### src/rtl/router_fifo.sv
// Per-port router output FIFO of {header_flag, byte} entries with packet-length tracking; optional parity check under FIFO_PARITY_CHK_EN.
// Latency: data_out is registered and shows a byte one cycle after read_enb is accepted; full/empty come straight from the pointers.
// Backpressure: a write while full or a read while empty is dropped silently; soft_reset flushes the FIFO like a reset.
module router_fifo #(
    parameter int WIDTH = 8,
    parameter int DEPTH = 16,
    parameter int AW    = 4
) (
    input  logic             clock,
    input  logic             resetn,
    input  logic             soft_reset,
    input  logic             write_enb,
    input  logic             lfd_state,
    input  logic [WIDTH-1:0] data_in,
    input  logic             read_enb,
    output logic [WIDTH-1:0] data_out,
    output logic             full,
    output logic             empty
`ifdef FIFO_PARITY_CHK_EN
    ,
    output logic             parity_err
`endif
);

    // Each entry holds {header_flag, byte}; the extra bit marks a packet header.
    logic [WIDTH:0]   r_mem [DEPTH];
    logic [AW:0]      r_wr_ptr;
    logic [AW:0]      r_rd_ptr;
    logic [6:0]       r_pkt_cnt;
    logic [WIDTH-1:0] r_data_out;

    logic             w_full;
    logic             w_empty;
    logic             w_flush;
    logic             w_wr_acc;
    logic             w_rd_acc;
    logic [WIDTH:0]   w_rd_entry;
    logic             w_rd_hdr;
    logic [WIDTH-1:0] w_rd_byte;
    logic [6:0]       w_hdr_len;
    logic [AW:0]      w_ptr_one;

    assign w_ptr_one  = {{AW{1'b0}}, 1'b1};

    // The extra wrap bit tells a full FIFO from an empty one when the low bits match.
    assign w_full     = (r_wr_ptr[AW] != r_rd_ptr[AW]) &&
                        (r_wr_ptr[AW-1:0] == r_rd_ptr[AW-1:0]);
    assign w_empty    = (r_wr_ptr == r_rd_ptr);
    assign w_flush    = !resetn || soft_reset;

    // Read and write are each gated by the flags as they stand before the edge.
    assign w_wr_acc   = write_enb && !w_full && !w_flush;
    assign w_rd_acc   = read_enb && !w_empty && !w_flush;

    assign w_rd_entry = r_mem[r_rd_ptr[AW-1:0]];
    assign w_rd_hdr   = w_rd_entry[WIDTH];
    assign w_rd_byte  = w_rd_entry[WIDTH-1:0];

    // Header byte is {len, addr}; the count left is the payload plus the parity byte.
    assign w_hdr_len  = {1'b0, w_rd_byte[7:2]} + 7'd1;

    assign full       = w_full;
    assign empty      = w_empty;
    assign data_out   = r_data_out;

    // Storage array: no reset, because a flush only moves the pointers.
    always_ff @(posedge clock) begin
        if (w_wr_acc) begin
            r_mem[r_wr_ptr[AW-1:0]] <= {lfd_state, data_in};
        end
    end

    // Pointers, packet countdown and the registered read data.
    always_ff @(posedge clock) begin
        if (w_flush) begin
            r_wr_ptr   <= '0;
            r_rd_ptr   <= '0;
            r_pkt_cnt  <= '0;
            r_data_out <= '0;
        end else begin
            if (w_wr_acc) begin
                r_wr_ptr <= r_wr_ptr + w_ptr_one;
            end
            if (w_rd_acc) begin
                r_rd_ptr   <= r_rd_ptr + w_ptr_one;
                r_data_out <= w_rd_byte;
                if (w_rd_hdr) begin
                    r_pkt_cnt <= w_hdr_len;
                end else if (r_pkt_cnt != 7'd0) begin
                    r_pkt_cnt <= r_pkt_cnt - 7'd1;
                end
            end else if (r_pkt_cnt == 7'd0) begin
                // Between packets the output returns to zero.
                r_data_out <= '0;
            end
        end
    end

`ifdef FIFO_PARITY_CHK_EN
    logic [WIDTH-1:0] r_acc;
    logic             r_parity_err;

    assign parity_err = r_parity_err;

    // XOR accumulator over header and payload, compared against the trailing parity byte.
    always_ff @(posedge clock) begin
        if (w_flush) begin
            r_acc        <= '0;
            r_parity_err <= 1'b0;
        end else begin
            r_parity_err <= 1'b0;
            if (w_rd_acc) begin
                if (w_rd_hdr) begin
                    r_acc <= w_rd_byte;
                end else if (r_pkt_cnt == 7'd1) begin
                    r_parity_err <= (r_acc != w_rd_byte);
                end else if (r_pkt_cnt != 7'd0) begin
                    r_acc <= r_acc ^ w_rd_byte;
                end
            end
        end
    end
`endif

endmodule

### config.mk
export PLATFORM = sky130hd
export DESIGN_NAME = router_fifo
export DESIGN_NICKNAME = d
export VERILOG_FILES = /design/src/rtl/router_fifo.sv
export SDC_FILE = /design/constraint.sdc
export NUM_CORES = 1
export LEC_CHECK = 0
export CAP_MARGIN = 20
export CORE_MARGIN = 2
export CORE_UTILIZATION = 55
export CTS_BUF_LIST = sky130_fd_sc_hd__clkbuf_8
export CTS_CLUSTER_DIAMETER = 120
export DETAILED_ROUTE_END_ITERATION = 10
export DONT_BUFFER_PORTS = 1
export HOLD_SLACK_MARGIN = 0.12
export PLACE_DENSITY = 0.7
export SLEW_MARGIN = 20
export SYNTH_ARGS = -nofsm -noshare
export SYNTH_HDL_FRONTEND = slang
export SYNTH_SLANG_ARGS = --single-unit
### constraint.sdc
create_clock -name clock -period 2.85 [get_ports clock]
set_clock_uncertainty 0.05 [all_clocks]
set_input_delay 0 -clock clock [delete_from_list [all_inputs] [get_ports clock]]
set_output_delay 0 -clock clock [all_outputs]
set_load 0.05 [all_outputs]
==> flow_metrics.env, run 1 <==
export IMPL_cts_buffers=17
export IMPL_synth_common_cells="144 x edfxtp_1, 31 x nor2_1, 29 x dfxtp_1"
export IMPL_synth_top_area_share=0.612
export IMPL_ys_top_cells_by_area="edfxtp_1 61%, dfxtp_1 8.2%, mux4_2 7.3%, mux4_1 6.3%, nor2_1 1.6%"
export IMPL_whs_ns=0.168
export IMPL_hold_class="input pin to flop"
export IMPL_slew_viol_final=0
export IMPL_critical_path_endpoint_type="flop"
export IMPL_grt_pass1_vias=3745
export IMPL_synth_most_common_cell="edfxtp_1"
export IMPL_fillers=899
export IMPL_netlist_instances=408
export IMPL_drt_iter0_drc=462
export IMPL_crit_slowest_cell="mux4_1"
export IMPL_slew_headroom=0.520
export IMPL_worst_slack_ns=0.261
export IMPL_vias=3796
export IMPL_place_ws_ns=0.267
export IMPL_crit_chain="mux4_1 > a22o_1 > a221oi_1 > inv_1 > ha_1 > xnor2_1 > a21oi_1 > o21ai_1"
export IMPL_utilization=0.633
export IMPL_antenna_found_initial=0
export IMPL_core_area_um2=12600
export IMPL_synth_seq_cells=173
export IMPL_drt_total_wl_um=14200
export IMPL_grt_max_degree=21
export IMPL_ioPinCount=24
export IMPL_gr_total_overflow=0
export IMPL_worst_pin_slew_ns=0.720
export IMPL_startpoint_type="flop"
export IMPL_hp_start="soft_reset"
export IMPL_hold_viol_final=0
export IMPL_nNetsFinal=483
export IMPL_track_usage=0.219
export IMPL_p_leak_nw=2.62
export IMPL_setup_viol=0
export IMPL_min_period_ns=2.59
export IMPL_via_per_inst=5.88
export IMPL_ys_types=49
export IMPL_critical_path_class="flop to flop"
export IMPL_gp_congestion=0.912
export IMPL_ys_seq_area_frac=0.694
export IMPL_grt_pass1_wl_um=22000
export IMPL_fmax_mhz=386
export IMPL_post_route_period_util=0.908
export IMPL_syn_nets=429
export IMPL_drive_above_1_share=0.200
export IMPL_ys_warn_count=0
export IMPL_synth_edf_count=144
export IMPL_cts_sinks=173
export IMPL_ant_nets=0
export IMPL_synth_top_area_cell="edfxtp_1"
export IMPL_tns_ns=0
export IMPL_async_flop_share=0
export IMPL_die_x_um=117
export IMPL_cp_required_ns=3.12
export IMPL_ctsRootBufferMaster="clkbuf_8"
export IMPL_drc=0
export IMPL_antennaDiodeCount=0
export IMPL_path_clk_slew_ns=0.08
export IMPL_htree_levels=4
export IMPL_crit_arrival_ns=2.86
export IMPL_dieArea_um2=13800
export IMPL_power_density_nw_per_um2=552
export IMPL_port_buffers=0
export IMPL_dpl_hpwl_um=9480
export IMPL_critPathMaxFanout=8
export IMPL_cts_resized=0
export IMPL_rsz0062_at_grt="false"
export IMPL_r2r_cells=8
export IMPL_endpoint="r_pkt_cnt[2]$_SDFFE_PP0P_"
export IMPL_initial_core_util=0.562
export IMPL_post_drt_wl_per_cell_um=22.0
export IMPL_drv_cap=0
export IMPL_ys_flop_type="edfxtp_1"
export IMPL_synth_area_per_cell_um2=17.3
export IMPL_peakVddDrop_v=0.000359
export IMPL_rows=41
export IMPL_die_h_um=117
export IMPL_slowest_delay_ns=0.61
export IMPL_drtPass1Iterations=5
export IMPL_r2r_slack_ns=0.26
export IMPL_syn_to_final_growth_pct=12.7
export IMPL_syn_area_um2=7070
export IMPL_clk_latency_ns=0.45
export IMPL_cts_tree="done"
export IMPL_reg2reg_to="r_pkt_cnt[2]$_SDFFE_PP0P_"
export IMPL_clockBufferDepth=2
export IMPL_status="finished clean"
==> critical path, delay by kind of cell (launching register included) <==
family,cells,cell delay (ns)
AO/OA/AOI/OAI,4,0.86
multiplexers,1,0.61
XOR/XNOR,1,0.13
flip-flops,1,0.49
buffers and inverters,1,0.09
adder cells (fa/ha/maj),1,0.23
==> sequential cells by signal, summed over array words and instances, names as in the netlist, named ones only <==
name	count
r_rd_ptr	5
r_mem	144
data_out	8
r_wr_ptr	5
r_pkt_cnt	7
==> metrics by stage <==
step / power, mW / area, µm² / instances
after floorplan: 2.90 / 7070 / 408
after global placement: 2.92 / 7470 / 600
after detailed placement: 2.92 / 7470 / 600
after CTS: 4.42 / 7960 / 646
after global routing: 4.54 / 7960 / 646
final: 4.40 / 7960 / 646
==> cell type report <==
class,count,area (µm²),share of cell area
Multi-Input combinational cell,210,2010,0.253
Clock buffer,17,234,0.0294
Sequential cell,173,4910,0.616
Clock inverter,14,104,0.0130
Inverter,6,22.5,0.00283
Timing Repair Buffer,54,468,0.0588
Tap cell,172,215,0.0270
==> layer usage <==
layer | global-route usage | wire [µm] | up-vias
li1 | - | - | 1729
met1 | 0.300 | 6280 | 1908
met2 | 0.336 | 6730 | 137
met3 | 0.0681 | 932 | 22
met4 | 0.0806 | 265 | 0
met5 | 0 | 0 | -
==> worst min path at each step <==
stage          cells past startpoint                       end
2_1_floorplan                      0     r_mem[0][0]$_DFFE_PP_
3_3_place_gp                       0     r_mem[5][3]$_DFFE_PP_
3_5_place_dp                       0     r_mem[2][6]$_DFFE_PP_
4_1_cts                            2  data_out[0]$_SDFFE_PP0P_
5_1_grt                            2  r_wr_ptr[4]$_SDFFE_PP0P_
6_report                           2  r_wr_ptr[4]$_SDFFE_PP0P_
==> layout by cell type (no fill, tap or decap), drive strengths merged, types with 12 or more instances in the layout <==
cell type    count
clkbuf          17
buf             39
nor2            31
mux4            40
xor2            12
edfxtp         144
nand2           26
dlygate4sd3     15
a21oi           13
dfxtp           29
==> kinds of logic (layout without fill, tap and decap cells) <==
logic type / count (synthesis) / in the layout / share of synthesized area
multiplexers: 43 / 43 / 0.141
buffers and inverters: 25 / 91 / 0.0212
AO/OA/AOI/OAI: 43 / 43 / 0.0429
flip-flops: 173 / 173 / 0.694
XOR/XNOR: 16 / 16 / 0.0198
AND/OR/NAND/NOR: 101 / 101 / 0.0687
adder cells (fa/ha/maj): 7 / 7 / 0.0124
==> power by group <==
part	internal [mW]	total, mW	switching (mW)
Sequential	2.74	2.75	0.0103
Combinational	0.0624	0.154	0.0920
Clock	0.667	1.49	0.826
Total	3.47	4.40	0.928
==> timing repair <==
| item | CTS | global route |
|---|---|---|
| buffers inserted | 0 | 0 |
| endpoints found under the hold margin | 173 | 0 |
| hold buffers | 15 | 0 |
Power figures use the tool's default switching activity.
==> run 2, diff against run 1 <==
CORE_UTILIZATION = 50   (was 55)
PLACE_DENSITY = 0.65   (was 0.7)
==> run 2 against run 1 <==
Net effect: global-route usage fell by 1.7 points; count of clock-buffer cells in the layout did not move; sequential cell count did not move; utilization fell by 5.7 points; die area rose by 9.7%; final cell count rose by 0.15%; sequential share of layout area barely moved; non-clock buffer count fell by 7; routed wire length fell by 0.25%; highest routed layer unchanged.
==> flow_metrics.env, run 2 (same netlist as run 1, synthesis figures left out) <==
export IMPL_status="finished clean"
export IMPL_critPathMaxFanout=23
export IMPL_fmax_mhz=368
export IMPL_via_per_inst=5.82
export IMPL_drt_iter0_drc=360
export IMPL_ctsRootBufferMaster="clkbuf_8"
export IMPL_drive_above_1_share=0.197
export IMPL_vias=3765
export IMPL_r2r_cells=8
export IMPL_cp_required_ns=3.14
export IMPL_gr_total_overflow=0
export IMPL_grt_max_degree=24
export IMPL_whs_ns=0.138
export IMPL_clockBufferDepth=2
export IMPL_post_route_period_util=0.954
export IMPL_critical_path_class="flop to flop"
export IMPL_post_drt_wl_per_cell_um=21.9
export IMPL_postCtsSetupBuffers=0
export IMPL_endpoint="r_pkt_cnt[0]$_SDFFE_PP0P_"
export IMPL_dpl_hpwl_um=9000
export IMPL_worst_pin_slew_ns=0.683
export IMPL_clk_latency_ns=0.46
export IMPL_cts_buffers=17
export IMPL_r2r_slack_ns=0.13
export IMPL_crit_arrival_ns=3.01
export IMPL_antenna_found_initial=0
export IMPL_path_clk_slew_ns=0.08
export IMPL_drt_total_wl_um=14200
export IMPL_grtUsageMet3=0.0525
export IMPL_utilization=0.576
export IMPL_hold_class="input pin to flop"
export IMPL_ant_nets=0
export IMPL_mostFrequentLayoutCells="144 x edfxtp_1, 31 x nor2_1, 28 x dfxtp_1, 28 x buf_4, 25 x nand2_1"
export IMPL_clkPwrFrac=0.354
export IMPL_combPwrFrac=0.035
export IMPL_busiest_layer="met2"
export IMPL_rows=43
export IMPL_slew_viol_final=0
export IMPL_power_density_nw_per_um2=565
export IMPL_seqPwrFrac=0.611
export IMPL_drv_cap=0
export IMPL_core_area_um2=13800
export IMPL_reg2reg_to="r_pkt_cnt[0]$_SDFFE_PP0P_"
export IMPL_drc=0
export IMPL_antennaDiodeCount=0
export IMPL_cts_sinks=173
export IMPL_largest_reg_flops=144
export IMPL_drtPass1Iterations=5
export IMPL_htree_levels=4
export IMPL_port_buffers=0
export IMPL_tns_ns=0
export IMPL_p_leak_nw=2.61
export IMPL_cts_tree="done"
export IMPL_grtUsageMet1=0.274
export IMPL_layout_commonest_cell="edfxtp_1"
export IMPL_critical_path_endpoint_type="flop"
export IMPL_startpoint_type="flop"
export IMPL_grt_pass1_vias=3739
export IMPL_die_x_um=123
export IMPL_switchingPower_mw=0.937
export IMPL_setup_viol=0
export IMPL_swShare=0.208
export IMPL_grt_pass1_wl_um=21400
export IMPL_ioPinCount=24
export IMPL_min_delay_path_depth=2
export IMPL_dieArea_um2=15100
export IMPL_syn_to_final_growth_pct=12.7
export IMPL_die_h_um=123
export IMPL_initial_core_util=0.511
export IMPL_min_period_ns=2.72
export IMPL_met2_usage=0.323
export IMPL_peakVddDrop_v=0.000466
export IMPL_slew_headroom=0.545
export IMPL_intPower_mw=3.56
export IMPL_track_usage=0.202
export IMPL_gp_congestion=0.841
export IMPL_nNetsFinal=476
export IMPL_rsz0062_at_grt="false"
export IMPL_hold_viol_final=0
run 2: cell types whose count changed in the layout (fill, tap and decap cells not counted), sizes merged:
cell	change
clkinvlp	-2
inv	+1
bufinv	+1
dlygate4sd3	+1
buf	-8
run 2: layer usage:
layer | routed length [µm] | vias up
met1 | 6490 | 1926
li1 | - | 1717
met4 | 174 | 0
met3 | 746 | 17
met5 | 0 | -
met2 | 6770 | 105
run 2: per-stage QoR:
step                      power [mW]  area, µm²  setup slack (ns)  std cells
after floorplan                 2.90       7070             0.455        408
after global placement          2.92       7430             0.338        600
after detailed placement        2.92       7430             0.326        600
after CTS                       4.53       7960            0.0174        647
after global routing            4.64       7970            0.0181        647
final                           4.50       7970             0.131        647
run 2: worst max-delay path: stages (launching register included):
cell and delay [ns]:
dfxtp_1 0.59, buf_12 0.24, mux4_2 0.36, a22oi_4 0.29
nand2_4 0.17, nand2_1 0.10, a21oi_1 0.07, o21a_1 0.19
dlygate4sd3_1 0.53
run 2: worst min path at each step:
stage	start	to	slack (ns)
floorplan	data_in[0]	r_mem[0][0]$_DFFE_PP_	0.05
global placement	data_in[5]	r_mem[10][5]$_DFFE_PP_	0.05
detailed placement	data_in[0]	r_mem[4][0]$_DFFE_PP_	0.05
CTS	soft_reset	r_wr_ptr[4]$_SDFFE_PP0P_	0.12
global route	soft_reset	r_wr_ptr[4]$_SDFFE_PP0P_	0.18
finish	soft_reset	r_wr_ptr[4]$_SDFFE_PP0P_	0.14
run 2: repair_timing:
item                                    CTS  global route
gates resized for setup                   0             5
hold buffers                             16             0
hold endpoints to repair                170             0
endpoints found under the setup margin    0             1
run 2: area by class of cell:
type | count | area (µm²)
fill | 1043 | 5860
sequential | 173 | 4910
multi-input combinational | 210 | 2020
timing repair buffer | 47 | 430
clock buffer | 17 | 234
tap | 180 | 225
clock inverter | 14 | 128
inverter | 6 | 22.5
run 2: power by group through the flow:
| stage | Clock, mW | Combinational, mW | Sequential [mW] |
|---|---|---|---|
| after floorplan | 0 | 0.0894 | 2.81 |
| after global placement | 0 | 0.113 | 2.81 |
| after detailed placement | 0 | 0.113 | 2.81 |
| after CTS | 1.62 | 0.156 | 2.75 |
| after global routing | 1.72 | 0.172 | 2.75 |
| final | 1.59 | 0.158 | 2.75 |
==> run 3, diff against run 2 <==
clock period = 3 ns   (was 2.85 ns; I/O delays follow)
==> run 3 against run 2 <==
Net effect: critical endpoint unchanged; non-clock buffer count fell by 1; die area did not move; via count rose by 3.8%; critical path type unchanged; largest power group unchanged; worst setup slack improved by 0.0091 ns; first-iteration DRC count rose by 13%; sequential cell count did not move; worst hold slack improved by 0.013 ns; register-to-register slack barely moved; global-route usage rose by 0.88 points; largest cell class unchanged; routed wire length rose by 6.5%; final cell count did not move.
==> flow_metrics.env, run 3 (same netlist as run 1, synthesis figures left out) <==
export IMPL_htree_levels=4
export IMPL_setup_worst_path_start="r_pkt_cnt[0]$_SDFFE_PP0P_"
export IMPL_r2r_slack_ns=0.14
export IMPL_clockBufferDepth=2
export IMPL_rows=43
export IMPL_min_period_ns=2.86
export IMPL_core_area_um2=13800
export IMPL_gp_congestion=0.835
export IMPL_utilization=0.576
export IMPL_fmax_mhz=350
export IMPL_drt_total_wl_um=15100
export IMPL_worst_pin_slew_ns=0.721
export IMPL_die_x_um=123
export IMPL_peakVddDrop_v=0.000381
export IMPL_ioPinCount=24
export IMPL_place_inst=598
export IMPL_final_cell_count_no_fill=647
export IMPL_slew_headroom=0.520
export IMPL_p_leak_nw=2.63
export IMPL_min_delay_path_depth=2
export IMPL_min_to="data_out[1]$_SDFFE_PP0P_"
export IMPL_cts_tree="done"
export IMPL_via_per_inst=6.04
export IMPL_clk_latency_ns=0.47
export IMPL_setup_viol=0
export IMPL_drt_iter0_drc=406
export IMPL_reg2reg_to="r_pkt_cnt[0]$_SDFFE_PP0P_"
export IMPL_port_buffers=0
export IMPL_dieArea_um2=15100
export IMPL_total_power_mw=4.31
export IMPL_largest_reg_flops=144
export IMPL_nNetsFinal=475
export IMPL_critical_path_class="flop to flop"
export IMPL_mostFrequentLayoutCells="144 x edfxtp_1, 31 x nor2_1, 28 x dfxtp_1"
export IMPL_antennaDiodeCount=0
export IMPL_grt_pass1_wl_um=22300
export IMPL_hold_viol_final=0
export IMPL_initial_core_util=0.511
export IMPL_dpl_hpwl_um=9140
export IMPL_post_route_period_util=0.953
export IMPL_rsz0062_at_grt="false"
export IMPL_drtPass1Iterations=5
export IMPL_gr_total_overflow=0
export IMPL_ctsRootBufferMaster="clkbuf_8"
export IMPL_track_usage=0.211
export IMPL_antenna_found_initial=0
export IMPL_crit_arrival_ns=3.16
export IMPL_drive_above_1_share=0.191
export IMPL_critPathMaxFanout=4
export IMPL_syn_to_final_growth_pct=12.7
export IMPL_grt_max_degree=37
export IMPL_tns_ns=0
export IMPL_slew_viol_final=0
export IMPL_grt_pass1_vias=3686
export IMPL_status="finished clean"
export IMPL_drv_cap=0
export IMPL_die_h_um=123
export IMPL_layout_commonest_cell="edfxtp_1"
export IMPL_vias=3908
export IMPL_power_density_nw_per_um2=540
export IMPL_reg2reg_from="r_pkt_cnt[0]$_SDFFE_PP0P_"
export IMPL_startpoint_type="flop"
export IMPL_cts_sinks=173
export IMPL_hp_start="soft_reset"
export IMPL_path_clk_slew_ns=0.09
export IMPL_drc=0
export IMPL_hold_class="input pin to flop"
export IMPL_post_drt_wl_per_cell_um=23.3
export IMPL_r2r_cells=8
export IMPL_cts_buffers=17
export IMPL_cp_required_ns=3.30
export IMPL_critical_path_endpoint_type="flop"
export IMPL_whs_ns=0.152
export IMPL_ant_nets=0
## run 3: cell count changes in the layout (fill, tap and decap cells not counted), sizes merged
cell / delta
inv: +5
bufinv: -1
clkinv: -5
clkinvlp: -1
clkbuf: +4
buf: -2
## run 3: through the flow
| step | worst slack (ns) | instance area [µm²] |
|---|---|---|
| 2_1_floorplan | 0.605 | 7070 |
| 3_3_place_gp | 0.332 | 7410 |
| 3_5_place_dp | 0.325 | 7410 |
| 4_1_cts | 0.0994 | 7940 |
| 5_1_grt | 0.0292 | 7970 |
| 6_report | 0.140 | 7970 |
## run 3: power by group
part           total, mW  internal (mW)  switching (mW)
clock network       1.54          0.716           0.825
logic              0.151         0.0594          0.0912
registers           2.61           2.60          0.0101
total               4.31           3.38           0.927
## run 3: critical path, stage by stage, from the launching register on
cell           delay, ns
dfxtp_1             0.32
inv_1               0.12
ha_1                0.22
or4b_2              0.65
or3_1               0.43
nand4_1             0.13
a21oi_1             0.08
o21a_1              0.21
dlygate4sd3_1       0.54
## run 3: worst max path at each step
stage                                     end  slack (ns)  cells after the start
finish              r_pkt_cnt[0]$_SDFFE_PP0P_        0.14                      8
global route        r_pkt_cnt[0]$_SDFFE_PP0P_        0.03                      8
CTS                 r_pkt_cnt[0]$_SDFFE_PP0P_         0.1                      8
detailed placement  r_pkt_cnt[2]$_SDFFE_PP0P_        0.33                      9
global placement    r_pkt_cnt[2]$_SDFFE_PP0P_        0.33                      9
floorplan               r_mem[3][0]$_DFFE_PP_        0.60                      6
## run 3: repair_timing
| action | in CTS | in global routing |
|---|---|---|
| endpoints found under the setup margin | 0 | 1 |
| resized for setup | 0 | 1 |
| buffers inserted | 0 | 0 |
| endpoints found under the hold margin | 169 | 0 |
| hold buffers | 16 | 0 |
## run 3: cell type report
class	instances	area [µm²]
Inverter	6	22.5
Clock inverter	12	95.1
Timing Repair Buffer	46	428
Tap cell	180	225
Multi-Input combinational cell	210	2010
Sequential cell	173	4910
Fill cell	1043	5860
Clock buffer	20	275
## run 3: routing by layer
| layer | GRT usage | routed length, µm | vias up |
|---|---|---|---|
| met5 | 0 | 0 | - |
| met4 | 0.0675 | 213 | 0 |
| met3 | 0.0548 | 919 | 21 |
| met2 | 0.317 | 7120 | 171 |
| met1 | 0.305 | 6840 | 2007 |
| li1 | - | - | 1709 |
